===== src/rtl/pc_fetch_ctrl.sv =====
// pc_fetch_ctrl: program-counter and fetch sequencer; a redirect that arrives while
// the instruction memory is still busy is parked in pend_pc until that fetch completes.
module pc_fetch_ctrl #(
  parameter logic [31:0] RESET_PC = 32'h0000_0000
) (
  input  logic        clk,
  input  logic        rst,
  input  logic [1:0]  pc_src,
  input  logic        if_flush,
  input  logic [31:0] id_pc4,
  input  logic [25:0] j_index,
  input  logic [31:0] br_target,
  input  logic [31:0] jr_addr,
  input  logic        stall,
  input  logic        imem_ready,
  output logic        imem_req,
  output logic [31:0] pc,
  output logic [31:0] pc_plus4,
  output logic        ifid_write,
  output logic        ifid_flush,
  output logic [15:0] redirect_cnt
);
  typedef enum logic [1:0] {BOOT, FETCH, PEND} state_t;
  state_t      state;
  logic [31:0] pend_pc, target;
  logic        redirect, go;
  assign redirect   = if_flush & (pc_src != 2'b00);
  assign target     = (pc_src == 2'b01) ? {id_pc4[31:28], j_index, 2'b00} :
                      (pc_src == 2'b10) ? br_target : jr_addr;
  assign go         = imem_ready & ~stall;
  assign pc_plus4   = pc + 32'd4;
  assign imem_req   = state != BOOT;
  assign ifid_write = imem_req & go;
  // In PEND the completing fetch is the stale one, so it is squashed as it lands.
  assign ifid_flush = go & (((state == FETCH) & redirect) | (state == PEND));
  always_ff @(posedge clk or posedge rst) begin
    if (rst) begin
      state        <= BOOT;
      pc           <= RESET_PC;
      pend_pc      <= 32'd0;
      redirect_cnt <= 16'd0;
    end else begin
      case (state)
        BOOT: state <= FETCH;
        FETCH: if (!stall) begin
          if (imem_ready) pc <= redirect ? target : pc_plus4;
          else if (redirect) begin
            pend_pc <= target;
            state   <= PEND;
          end
          if (redirect && redirect_cnt != 16'hFFFF) redirect_cnt <= redirect_cnt + 16'd1;
        end
        PEND: if (go) begin
          pc    <= pend_pc;
          state <= FETCH;
        end
        default: state <= BOOT;
      endcase
    end
  end
endmodule


===== config.mk =====
export PLATFORM = sky130hd
export DESIGN_NAME = pc_fetch_ctrl
export DESIGN_NICKNAME = d
export VERILOG_FILES = /design/src/rtl/pc_fetch_ctrl.sv
export SDC_FILE = /design/constraint.sdc
export NUM_CORES = 1
export LEC_CHECK = 0
export CAP_MARGIN = 20
export CORE_MARGIN = 5
export CORE_UTILIZATION = 46
export DETAILED_ROUTE_END_ITERATION = 7
export GPL_ROUTABILITY_DRIVEN = 0
export HOLD_SLACK_MARGIN = 0.02
export PLACE_DENSITY = 0.9
export SLEW_MARGIN = 40
export SYNTH_ARGS = -nofsm -noshare
export SYNTH_HDL_FRONTEND = slang
export SYNTH_SLANG_ARGS = --single-unit

===== constraint.sdc =====
create_clock -name clk -period 2.8 [get_ports clk]
set_input_delay 0.28 -clock clk [delete_from_list [all_inputs] [get_ports clk]]
set_output_delay 0.28 -clock clk [all_outputs]
set_load 0.05 [all_outputs]

==> results of run 1 <==
==> critical path: stages (launching register included) <==
cell	delay (ps)
dfrtp_1	460
nand4_1	280
or2_2	410
nor3_1	440
xor2_1	290
buf_12	180
==> kinds of logic after synthesis <==
family / after synthesis
simple gates: 233
compound gates: 174
flops: 82
mux: 72
buf+inv: 68
xor+xnor: 41
fa+ha+maj: 5
==> cell usage in the layout (no fill, tap or decap), types with 6 or more instances in the layout <==
cell / synthesis / final
dfrtp_2: 0 / 8
xor2_1: 15 / 12
a211oi_1: 8 / 8
nand2_1: 95 / 95
clkbuf_16: 0 / 9
nand3_1: 16 / 14
mux2_2: 32 / 32
a31oi_1: 7 / 7
and3_1: 7 / 7
buf_12: 0 / 21
a21oi_1: 41 / 41
dfrtp_1: 82 / 74
o22a_1: 8 / 8
nor2_1: 42 / 41
o21a_1: 8 / 8
a2bb2oi_1: 6 / 6
o21ai_0: 53 / 53
mux2i_1: 40 / 40
inv_1: 17 / 16
nor3_1: 6 / 6
clkdlybuf4s50_1: 0 / 156
xnor2_1: 26 / 21
buf_4: 3 / 23
nand4_1: 23 / 23
==> metal layers <==
metal	wire length, µm	vias to the layer above	GRT usage [%]
li1	-	2777	-
met3	1800	58	7.93
met4	745	0	11.3
met2	8970	317	40.2
met5	0	-	0
met1	7330	2881	31.2
==> state kept, by name (all words and copies together) (netlist names) <==
signal,count
pc,32
pend_pc,32
redirect_cnt,16
state,2
==> synth_stat cells (16+ instances only) <==
cell type,number
a21oi_1,41
xnor2_1,26
o21ai_0,53
buf_2,16
mux2i_1,40
clkbuf_1,27
nor2_1,42
nand2_1,95
mux2_2,32
nand3_1,16
nand4_1,23
dfrtp_1,82
inv_1,17
==> power by group <==
group          switching (mW)  internal [mW]
registers               0.597           1.67
clock network           0.464          0.590
logic                    3.00           1.93
total                    4.06           4.18
==> path summary, 6_finish.rpt <==
| kind | start | endpoint | slack [ps] | depth (start not counted) |
|---|---|---|---|---|
| worst min register to register | pend_pc[5] | pend_pc[5] | 480 | 2 |
| worst max-delay path | pc[5] | pc_plus4[15] | 130 | 5 |
| min in group clk | pc_src[0] | pend_pc[25] | 440 | 3 |
| worst max register to register | state[0] | pc[16] | 320 | 7 |
| worst min-delay path | rst | pend_pc[22] | 390 | 3 |
| max in group asynchronous | rst | pc[2] | 1950 | 3 |
==> through the flow <==
| stage | cells | setup WS, ps |
|---|---|---|
| 5_1_grt | 1013 | 3.53 |
| 2_1_floorplan | 675 | -105 |
| 3_3_place_gp | 998 | 359 |
| 3_5_place_dp | 998 | 293 |
| 6_report | 1014 | 130 |
| 4_1_cts | 1013 | 4.55 |
==> timing repair <==
action | 4_1_cts | 5_1_grt
gates resized for setup | 1 | 12
pin swaps | 0 | 1
endpoints found under the setup margin | 3 | 16
==> area by class of cell <==
| class | instances | share of cell area, % |
|---|---|---|
| diodes | 1 | 0.0300 |
| clock buffers | 11 | 2.79 |
| clock inverters | 4 | 0.240 |
| inverters | 17 | 0.781 |
| multi-input cells | 525 | 42.8 |
| flip-flops and latches | 82 | 24.7 |
| well taps | 172 | 2.58 |
| repair buffers | 202 | 26.1 |
==> reports/metrics.csv, run 1 <==
metric;value;unit
f_max;374;MHz
fin util;66.9;%
Initial Util;46.5;%
Cell Area, Synth;5800;µm²
Port-buffer cells;183;
CP Class;register to output pin;
layout cells sized above 1;15.7;%
Reg area;2060;µm²
vias;6033;
register area share after synthesis;35.4;%
Worst Path Required;2520;ps
setup total negative slack;0;ps
max-slew violation count;0;
slew margin rel.;49.8;%
Area growth, synth to finish;43.7;%
cts hold-fix bufs;0;
Die ar.;15000;µm²
Post CTS Setup Buffer Count;0;
number of global-route vias before repair;5881;
compound-cell area share of the yosys netlist;19.3;%
height of the die;122;µm
startpoint type of the worst setup path;register;
initial DRC count;540;
CTS tree;done;
Congestion Overflow GR;0;
first-pass GRT wire length;29600;µm
HPWL Detailed;14200;µm
Core Box Area;12500;µm²
Synth Area in Simple Gates;20.0;%
Setup Viol. Count Final;0;
final wirelength;18800;µm
Cells after Synth;675;
Num CTS Buffers;9;
final hold violation count;0;
Yosys reg bits;82;
area of the multi-input gates;3570;µm²
RSZ-0062 raised after global routing;no;
row count;41;
PD cells;989;nW/µm²
Post-Synth XOR/XNOR Area;6.19;%
clock buffer depth;2;
Max Fanout on Critical Path;6;
drt wl/cell;18.6;µm
Ys Warns;0;
clk_lat worst skew;340;ps
clk slew on worst S/H paths;60;ps
status;finished clean;
ys flop type;dfrtp_1;
# IOs;212;
initial antenna violation count;0;
Synth Area per Inst;8.59;µm²
CTS Root Cell;clkbuf_16;
vias per cell;5.95;
worst-margin pin slew;745;ps
Synth top area share;35.4;%
HP Class;primary input to asynchronous set/reset pin;
Clock Sinks;82;
post-route ant nets;0;
post-route clock period utilization;95.4;%
fraction of synthesized area in multiplexers;13.1;%
Synth Area in Adders;1.08;%
Pleak;3.42;nW
Fill cells;981;
Post-DP Area;8050;µm²
Mapped Nets;809;
Die X;122;µm
dominant cell type by area after synthesis;dfrtp_1;
Synth area leaders;dfrtp_1, mux2i_1, mux2_2;
Final min period;2670;ps
drt drc;0;
library cells used by synthesis;64;
Final Skew;7.30;ps
power after layout;8.24;mW
worst vdd ir;0.475;mV
EDFF count, synth;0;
Total GRT Usage;25.1;%
largest family of logic cells by synthesized area;simple AND/OR/NAND/NOR gates;
minimum hold slack;392;ps
CP arrival;2390;ps
max-cap violations;0;
Finished Cell Area;8340;µm²
H-tree levels;3;
largest net degree at the start of global routing;44;
Initial DRT Pass Iterations;5;
post-synthesis async set-or-reset flop share;100;%
Nets;971;
crit end category;output pin;
Note: power is estimated with default switching activity, not from simulation.
==> inputs of run 2 (changes only) <==
--- a/config.mk
+++ b/config.mk
@@ -7,11 +7,12 @@
 export LEC_CHECK = 0
 export CAP_MARGIN = 20
 export CORE_MARGIN = 5
-export CORE_UTILIZATION = 46
+export CORE_UTILIZATION = 50
 export DETAILED_ROUTE_END_ITERATION = 7
+export DONT_BUFFER_PORTS = 1
 export GPL_ROUTABILITY_DRIVEN = 0
 export HOLD_SLACK_MARGIN = 0.02
-export PLACE_DENSITY = 0.9
+export PLACE_DENSITY = 0.73
 export SLEW_MARGIN = 40
 export SYNTH_ARGS = -nofsm -noshare
 export SYNTH_HDL_FRONTEND = slang
==> reports/metrics.csv, run 2 (synthesis gave the netlist of run 1 again) <==
metric;value;unit;change
status;finished clean;;unchanged
final wirelength;17300;µm;was 18800 µm
startpoint type of the worst setup path;register;;unchanged
vias per cell;6.30;;was 5.95
worst vdd ir;0.866;mV;was 0.475 mV
CTS Root Cell;clkbuf_16;;unchanged
Die ar.;13900;µm²;was 15000 µm²
NetSw;3.96;mW;was 4.06 mW
worst-margin pin slew;868;ps;was 745 ps
initial DRC count;455;;was 540
vias;5446;;was 6033
biggest regs;pc: 32 flops, pend_pc: 32 flops, redirect_cnt: 16 flops;;unchanged
max-cap violations;0;;unchanged
Area growth, synth to finish;19.9;%;was 43.7%
post-route ant nets;0;;unchanged
slew margin rel.;40.6;%;was 49.8%
Combinational Power Share;55.3;%;was 59.8%
CTS tree;done;;unchanged
Port-buffer cells;0;;was 183
Int Pwr;3.98;mW;was 4.18 mW
Nets;851;;was 971
post-route clock period utilization;97.9;%;was 95.4%
drt drc;0;;unchanged
Max Fanout on Critical Path;6;;unchanged
drt wl/cell;20.0;µm;was 18.6 µm
Initial Util;50.8;%;was 46.5%
# IOs;212;;unchanged
switch share;49.9;%;was 49.3%
Worst Path Required;2520;ps;about the same
Post-Layout Cell Count;865;;was 1014
Final Skew;6.30;ps;was 7.30 ps
layout cells sized above 1;22.6;%;was 15.7%
Setup Viol. Count Final;0;;unchanged
initial antenna violation count;0;;unchanged
row count;39;;was 41
PD cells;1140;nW/µm²;was 989 nW/µm²
Seq pwr share;27.5;%;about the same
Initial DRT Pass Iterations;5;;unchanged
final hold violation count;0;;unchanged
commonest non-fill, non-tap cells in the layout;nand2_1, dfrtp_1, buf_4, o21ai_0;;was clkdlybuf4s50_1, nand2_1, dfrtp_1, o21ai_0
clock buffer depth;2;;unchanged
largest net degree at the start of global routing;74;;was 44
Core Box Area;11400;µm²;was 12500 µm²
number of global-route vias before repair;5348;;was 5881
Total GRT Usage;24.7;%;was 25.1%
clk_lat worst skew;340;ps;about the same
Pleak;2.96;nW;was 3.42 nW
H-tree levels;3;;unchanged
height of the die;118;µm;was 122 µm
HPWL Detailed;13000;µm;was 14200 µm
max-slew violation count;0;;unchanged
clk slew on worst S/H paths;60;ps;about the same
CP Class;register to output pin;;unchanged
dpl cells;847;;was 998
Num CTS Buffers;9;;unchanged
f_max;365;MHz;was 374 MHz
Final min period;2740;ps;was 2670 ps
Post-DP Area;6580;µm²;was 8050 µm²
commonest non-fill, non-tap cell in the layout;nand2_1;;was clkdlybuf4s50_1
Congestion Overflow GR;0;;unchanged
Die X;118;µm;was 122 µm
number of diodes;0;;was 1
CP arrival;2460;ps;was 2390 ps
fin util;60.9;%;was 66.9%
crit end category;output pin;;unchanged
HP Class;primary input to register;;was primary input to asynchronous set/reset pin
Clock Sinks;82;;unchanged
first-pass GRT wire length;28100;µm;was 29600 µm
Finished Cell Area;6950;µm²;was 8340 µm²
Clock power frac;17.2;%;was 12.8%
## run 2: worst paths after layout
| check | slack, ps | startpoint | to | cells past startpoint |
|---|---|---|---|---|
| setup / recovery | 60 | pc[2] | pc_plus4[21] | 6 |
| hold / removal | 170 | pc_src[0] | pend_pc[12] | 3 |
| setup reg to reg | 390 | state[0] | pc[25] | 7 |
| hold reg to reg | 480 | pend_pc[5] | pend_pc[5] | 2 |
| max in group asynchronous | 1720 | rst | pc[1] | 3 |
| min in group asynchronous | 470 | rst | pend_pc[24] | 2 |
## run 2: repair_timing
item,CTS,global route
setup buffers,0,1
hold buffers,1,0
endpoints found under the hold margin,54,0
resized for setup,0,3
setup endpoints to repair,0,6
## run 2: per-stage QoR
step                      setup slack (ps)  hold slack (ps)  total power [mW]  setup TNS, ps
after floorplan                       -105              441              5.23           -135
after global placement                 412              429              6.44              0
after detailed placement               397              230              6.55              0
after CTS                             34.7              139              7.94              0
after global routing                 -16.3              150              8.33          -34.0
final                                 59.3              172              7.94              0
## run 2: layout make-up
| type | instances | area [µm²] |
|---|---|---|
| Clock inverter | 7 | 116 |
| Clock buffer | 9 | 225 |
| Fill cell | 990 | 4460 |
| Sequential cell | 82 | 2050 |
| Timing Repair Buffer | 82 | 743 |
| Multi-Input combinational cell | 525 | 3570 |
| Inverter | 17 | 68.8 |
| Tap cell | 143 | 179 |
## run 2: power by group through the flow
| stage | Combinational (mW) | Sequential [mW] | Clock, mW |
|---|---|---|---|
| final | 4.39 | 2.18 | 1.37 |
| after CTS | 4.39 | 2.16 | 1.39 |
| after global routing | 4.65 | 2.23 | 1.45 |
| after detailed placement | 4.38 | 2.17 | 0 |
| after floorplan | 2.30 | 2.93 | 0 |
| after global placement | 4.30 | 2.14 | 0 |
## run 2: metal layers
layer | up-vias | share of wire, % | GRT usage, %
met5 | - | 0 | 0
met2 | 250 | 48 | 39.7
met4 | 0 | 2.3 | 8.75
met1 | 2618 | 40 | 31.2
li1 | 2544 | - | -
met3 | 34 | 9.7 | 8.07
## run 2: critical path, stage by stage (launching register included)
cell,delay [ps]
dfrtp_1,350
buf_4,240
nand4_1,250
or2_2,400
or4_1,510
xnor2_2,210
buf_12,160
==> inputs of run 3 (changes only) <==
--- a/config.mk
+++ b/config.mk
@@ -5,6 +5,7 @@
 export SDC_FILE = /design/constraint.sdc
 export NUM_CORES = 1
 export LEC_CHECK = 0
+export ABC_AREA = 1
 export CAP_MARGIN = 20
 export CORE_MARGIN = 5
 export CORE_UTILIZATION = 50
==> reports/metrics.csv, run 3 <==
metric;value;unit;change
Num CTS Buffers;9;;unchanged
power after layout;7.96;mW;was 7.94 mW
Port-buffer cells;0;;unchanged
CTS Root Cell;clkbuf_8;;was clkbuf_16
Die ar.;13300;µm²;was 13900 µm²
number of diodes;0;;unchanged
CP cell instances;buf_4 -> inv_1 -> nor2_4 -> nand2_4 -> nor2_4 -> nand3b_1 -> nand2_1;;was buf_4 -> nand4_1 -> or2_2 -> or4_1 -> xnor2_2 -> buf_12
CTS tree;done;;unchanged
Synth top area share;37.1;%;was 35.4%
clk slew on worst S/H paths;90;ps;was 60 ps
layout cells sized above 1;13.3;%;was 22.6%
Initial Util;51.0;%;was 50.8%
post-route ant nets;0;;unchanged
drt drc;0;;unchanged
CP arrival;2100;ps;was 2460 ps
Clock Sinks;82;;unchanged
Seq pwr share;27.7;%;was 27.5%
vias;5456;;was 5446
Setup Viol. Count Final;0;;unchanged
crit end category;output pin;;unchanged
Combinational Power Share;61.5;%;was 55.3%
Commonest cells post-synth;nand2_1, nor2_1, dfrtp_1, o21ai_0, inv_1;;was nand2_1, dfrtp_1, o21ai_0, nor2_1, a21oi_1
Congestion Overflow GR;0;;unchanged
status;finished clean;;unchanged
final wirelength;16500;µm;was 17300 µm
max-cap violations;0;;unchanged
H-tree levels;3;;unchanged
Core Box Area;10800;µm²;was 11400 µm²
NetSw;4.54;mW;was 3.96 mW
Finished Cell Area;6300;µm²;was 6950 µm²
drt wl/cell;16.4;µm;was 20.0 µm
Int Pwr;3.42;mW;was 3.98 mW
Crit path largest cell delay;390;ps;was 510 ps
hold_sp;j_index[8];;was pc_src[0]
commonest non-fill, non-tap cells in the layout;nand2_1, nor2_1, dfrtp_1, buf_4, o21ai_0;;was nand2_1, dfrtp_1, buf_4, o21ai_0
switch share;57.0;%;was 49.9%
commonest non-fill, non-tap cell in the layout;nand2_1;;unchanged
Cells after Synth;815;;was 675
biggest regs;pc: 32 flops, pend_pc: 32 flops, redirect_cnt: 16 flops;;unchanged
Max Fanout on Critical Path;5;;was 6
final hold violation count;0;;unchanged
slew margin rel.;57.9;%;was 40.6%
Nets;994;;was 851
Fill cells;1059;;was 990
Clock power frac;10.8;%;was 17.2%
initial DRC count;458;;was 455
dominant cell type by area after synthesis;dfrtp_1;;unchanged
f_max;419;MHz;was 365 MHz
register area share after synthesis;37.1;%;was 35.4%
clock buffer depth;2;;unchanged
Pleak;3.10;nW;was 2.96 nW
PD cells;1260;nW/µm²;was 1140 nW/µm²
Yosys reg bits;82;;unchanged
library cells used by synthesis;29;;was 64
height of the die;115;µm;was 118 µm
HP Class;primary input to register;;unchanged
HPWL Detailed;12700;µm;was 13000 µm
largest net degree at the start of global routing;65;;was 74
Initial DRT Pass Iterations;5;;unchanged
Critical path buffers and inverters;2;;unchanged
Post-DP Area;6090;µm²;was 6580 µm²
setup total negative slack;0;ps;unchanged
EDFF count, synth;0;;unchanged
Ys Warns;0;;unchanged
Area growth, synth to finish;13.9;%;was 19.9%
CP Class;register to output pin;;unchanged
max-slew violation count;0;;unchanged
Cell Area, Synth;5530;µm²;was 5800 µm²
post_cts resized;0;;unchanged
Post CTS Setup Buffer Count;0;;unchanged
CP most frequent cell;nor2_4;;
Synth area leaders;dfrtp_1, nand2_1, o21ai_0;;was dfrtp_1, mux2i_1, mux2_2
post-synthesis async set-or-reset flop share;100;%;unchanged
vias per cell;5.43;;was 6.30
clk_lat worst skew;350;ps;was 340 ps
row count;38;;was 39
Final min period;2380;ps;was 2740 ps
startpoint type of the worst setup path;register;;unchanged
first-pass GRT wire length;26500;µm;was 28100 µm
RSZ-0062 raised after global routing;no;;
CP startpoint;pc[5];;was pc[2]
initial antenna violation count;0;;unchanged
crit path max-delay cell type;nand2_1;;was or4_1
# IOs;212;;unchanged
dominant cell by count in the synthesized netlist;nand2_1;;unchanged
Largest delay share family, worst path;simple AND/OR/NAND/NOR gates;;unchanged
Mapped Nets;949;;was 809
Reg-to-Reg Start;pc[2];;was state[0]
post-route clock period utilization;85.1;%;was 97.9%
Total GRT Usage;25.1;%;was 24.7%
Reg area;2050;µm²;about the same
Worst Path Required;2520;ps;about the same
worst vdd ir;0.763;mV;was 0.866 mV
Synth Area per Inst;6.78;µm²;was 8.59 µm²
worst-margin pin slew;630;ps;was 868 ps
ys flop type;dfrtp_1;;unchanged
area of the multi-input gates;3060;µm²;was 3570 µm²
cts hold-fix bufs;1;;unchanged
Final Skew;7.84;ps;was 6.30 ps
minimum hold slack;154;ps;was 172 ps
Die X;115;µm;was 118 µm
fin util;58.1;%;was 60.9%
number of global-route vias before repair;5173;;was 5348
## run 3: worst paths after layout
check | to | slack (ps) | cells past startpoint
max in group asynchronous | pc[1] | 1710 | 3
min in group asynchronous | pc[29] | 460 | 2
setup reg to reg | pc[21] | 730 | 9
hold reg to reg | pend_pc[23] | 490 | 2
hold / removal | pend_pc[10] | 150 | 2
setup / recovery | pc_plus4[22] | 420 | 7
## run 3: metrics by stage
stage,worst slack [ps],cells
finish,416,1005
floorplan,122,815
detailed placement,745,988
CTS,392,1005
global placement,795,986
global route,251,1005
## run 3: power groups by stage
stage               combinational [mW]  clock, mW  sequential (mW)
floorplan                         2.76          0             3.04
global placement                  4.70          0             2.24
detailed placement                4.90          0             2.22
CTS                               4.91      0.877             2.20
global route                      5.26      0.927             2.28
finish                            4.90      0.858             2.21
## run 3: area by class of cell
| type | count | share of cell area, % |
|---|---|---|
| clock buffer | 11 | 2.09 |
| clock inverter | 5 | 0.874 |
| inverter | 63 | 3.79 |
| multi-input combinational | 631 | 48.7 |
| sequential | 82 | 32.6 |
| tap | 140 | 2.78 |
| timing repair buffer | 73 | 9.20 |
## run 3: cell families (layout without fill, tap and decap cells)
kind of cell    Yosys count  in the layout  share of synthesized area [%]
simple gates            437            437                           33.5
compound gates          163            163                           16.2
fa+ha+maj                 5              5                           1.13
xor+xnor                 26             26                           4.39
buf+inv                 102            152                           7.70
flops                    82             82                           37.1
## run 3: per-layer routing
metal | GRT usage [%] | up-vias | share of wire [%]
met2 | 40.5 | 211 | 46
met4 | 5.16 | 0 | 1.2
met5 | 0 | - | 0
li1 | - | 2722 | -
met3 | 5.47 | 18 | 8.1
met1 | 34.9 | 2505 | 44
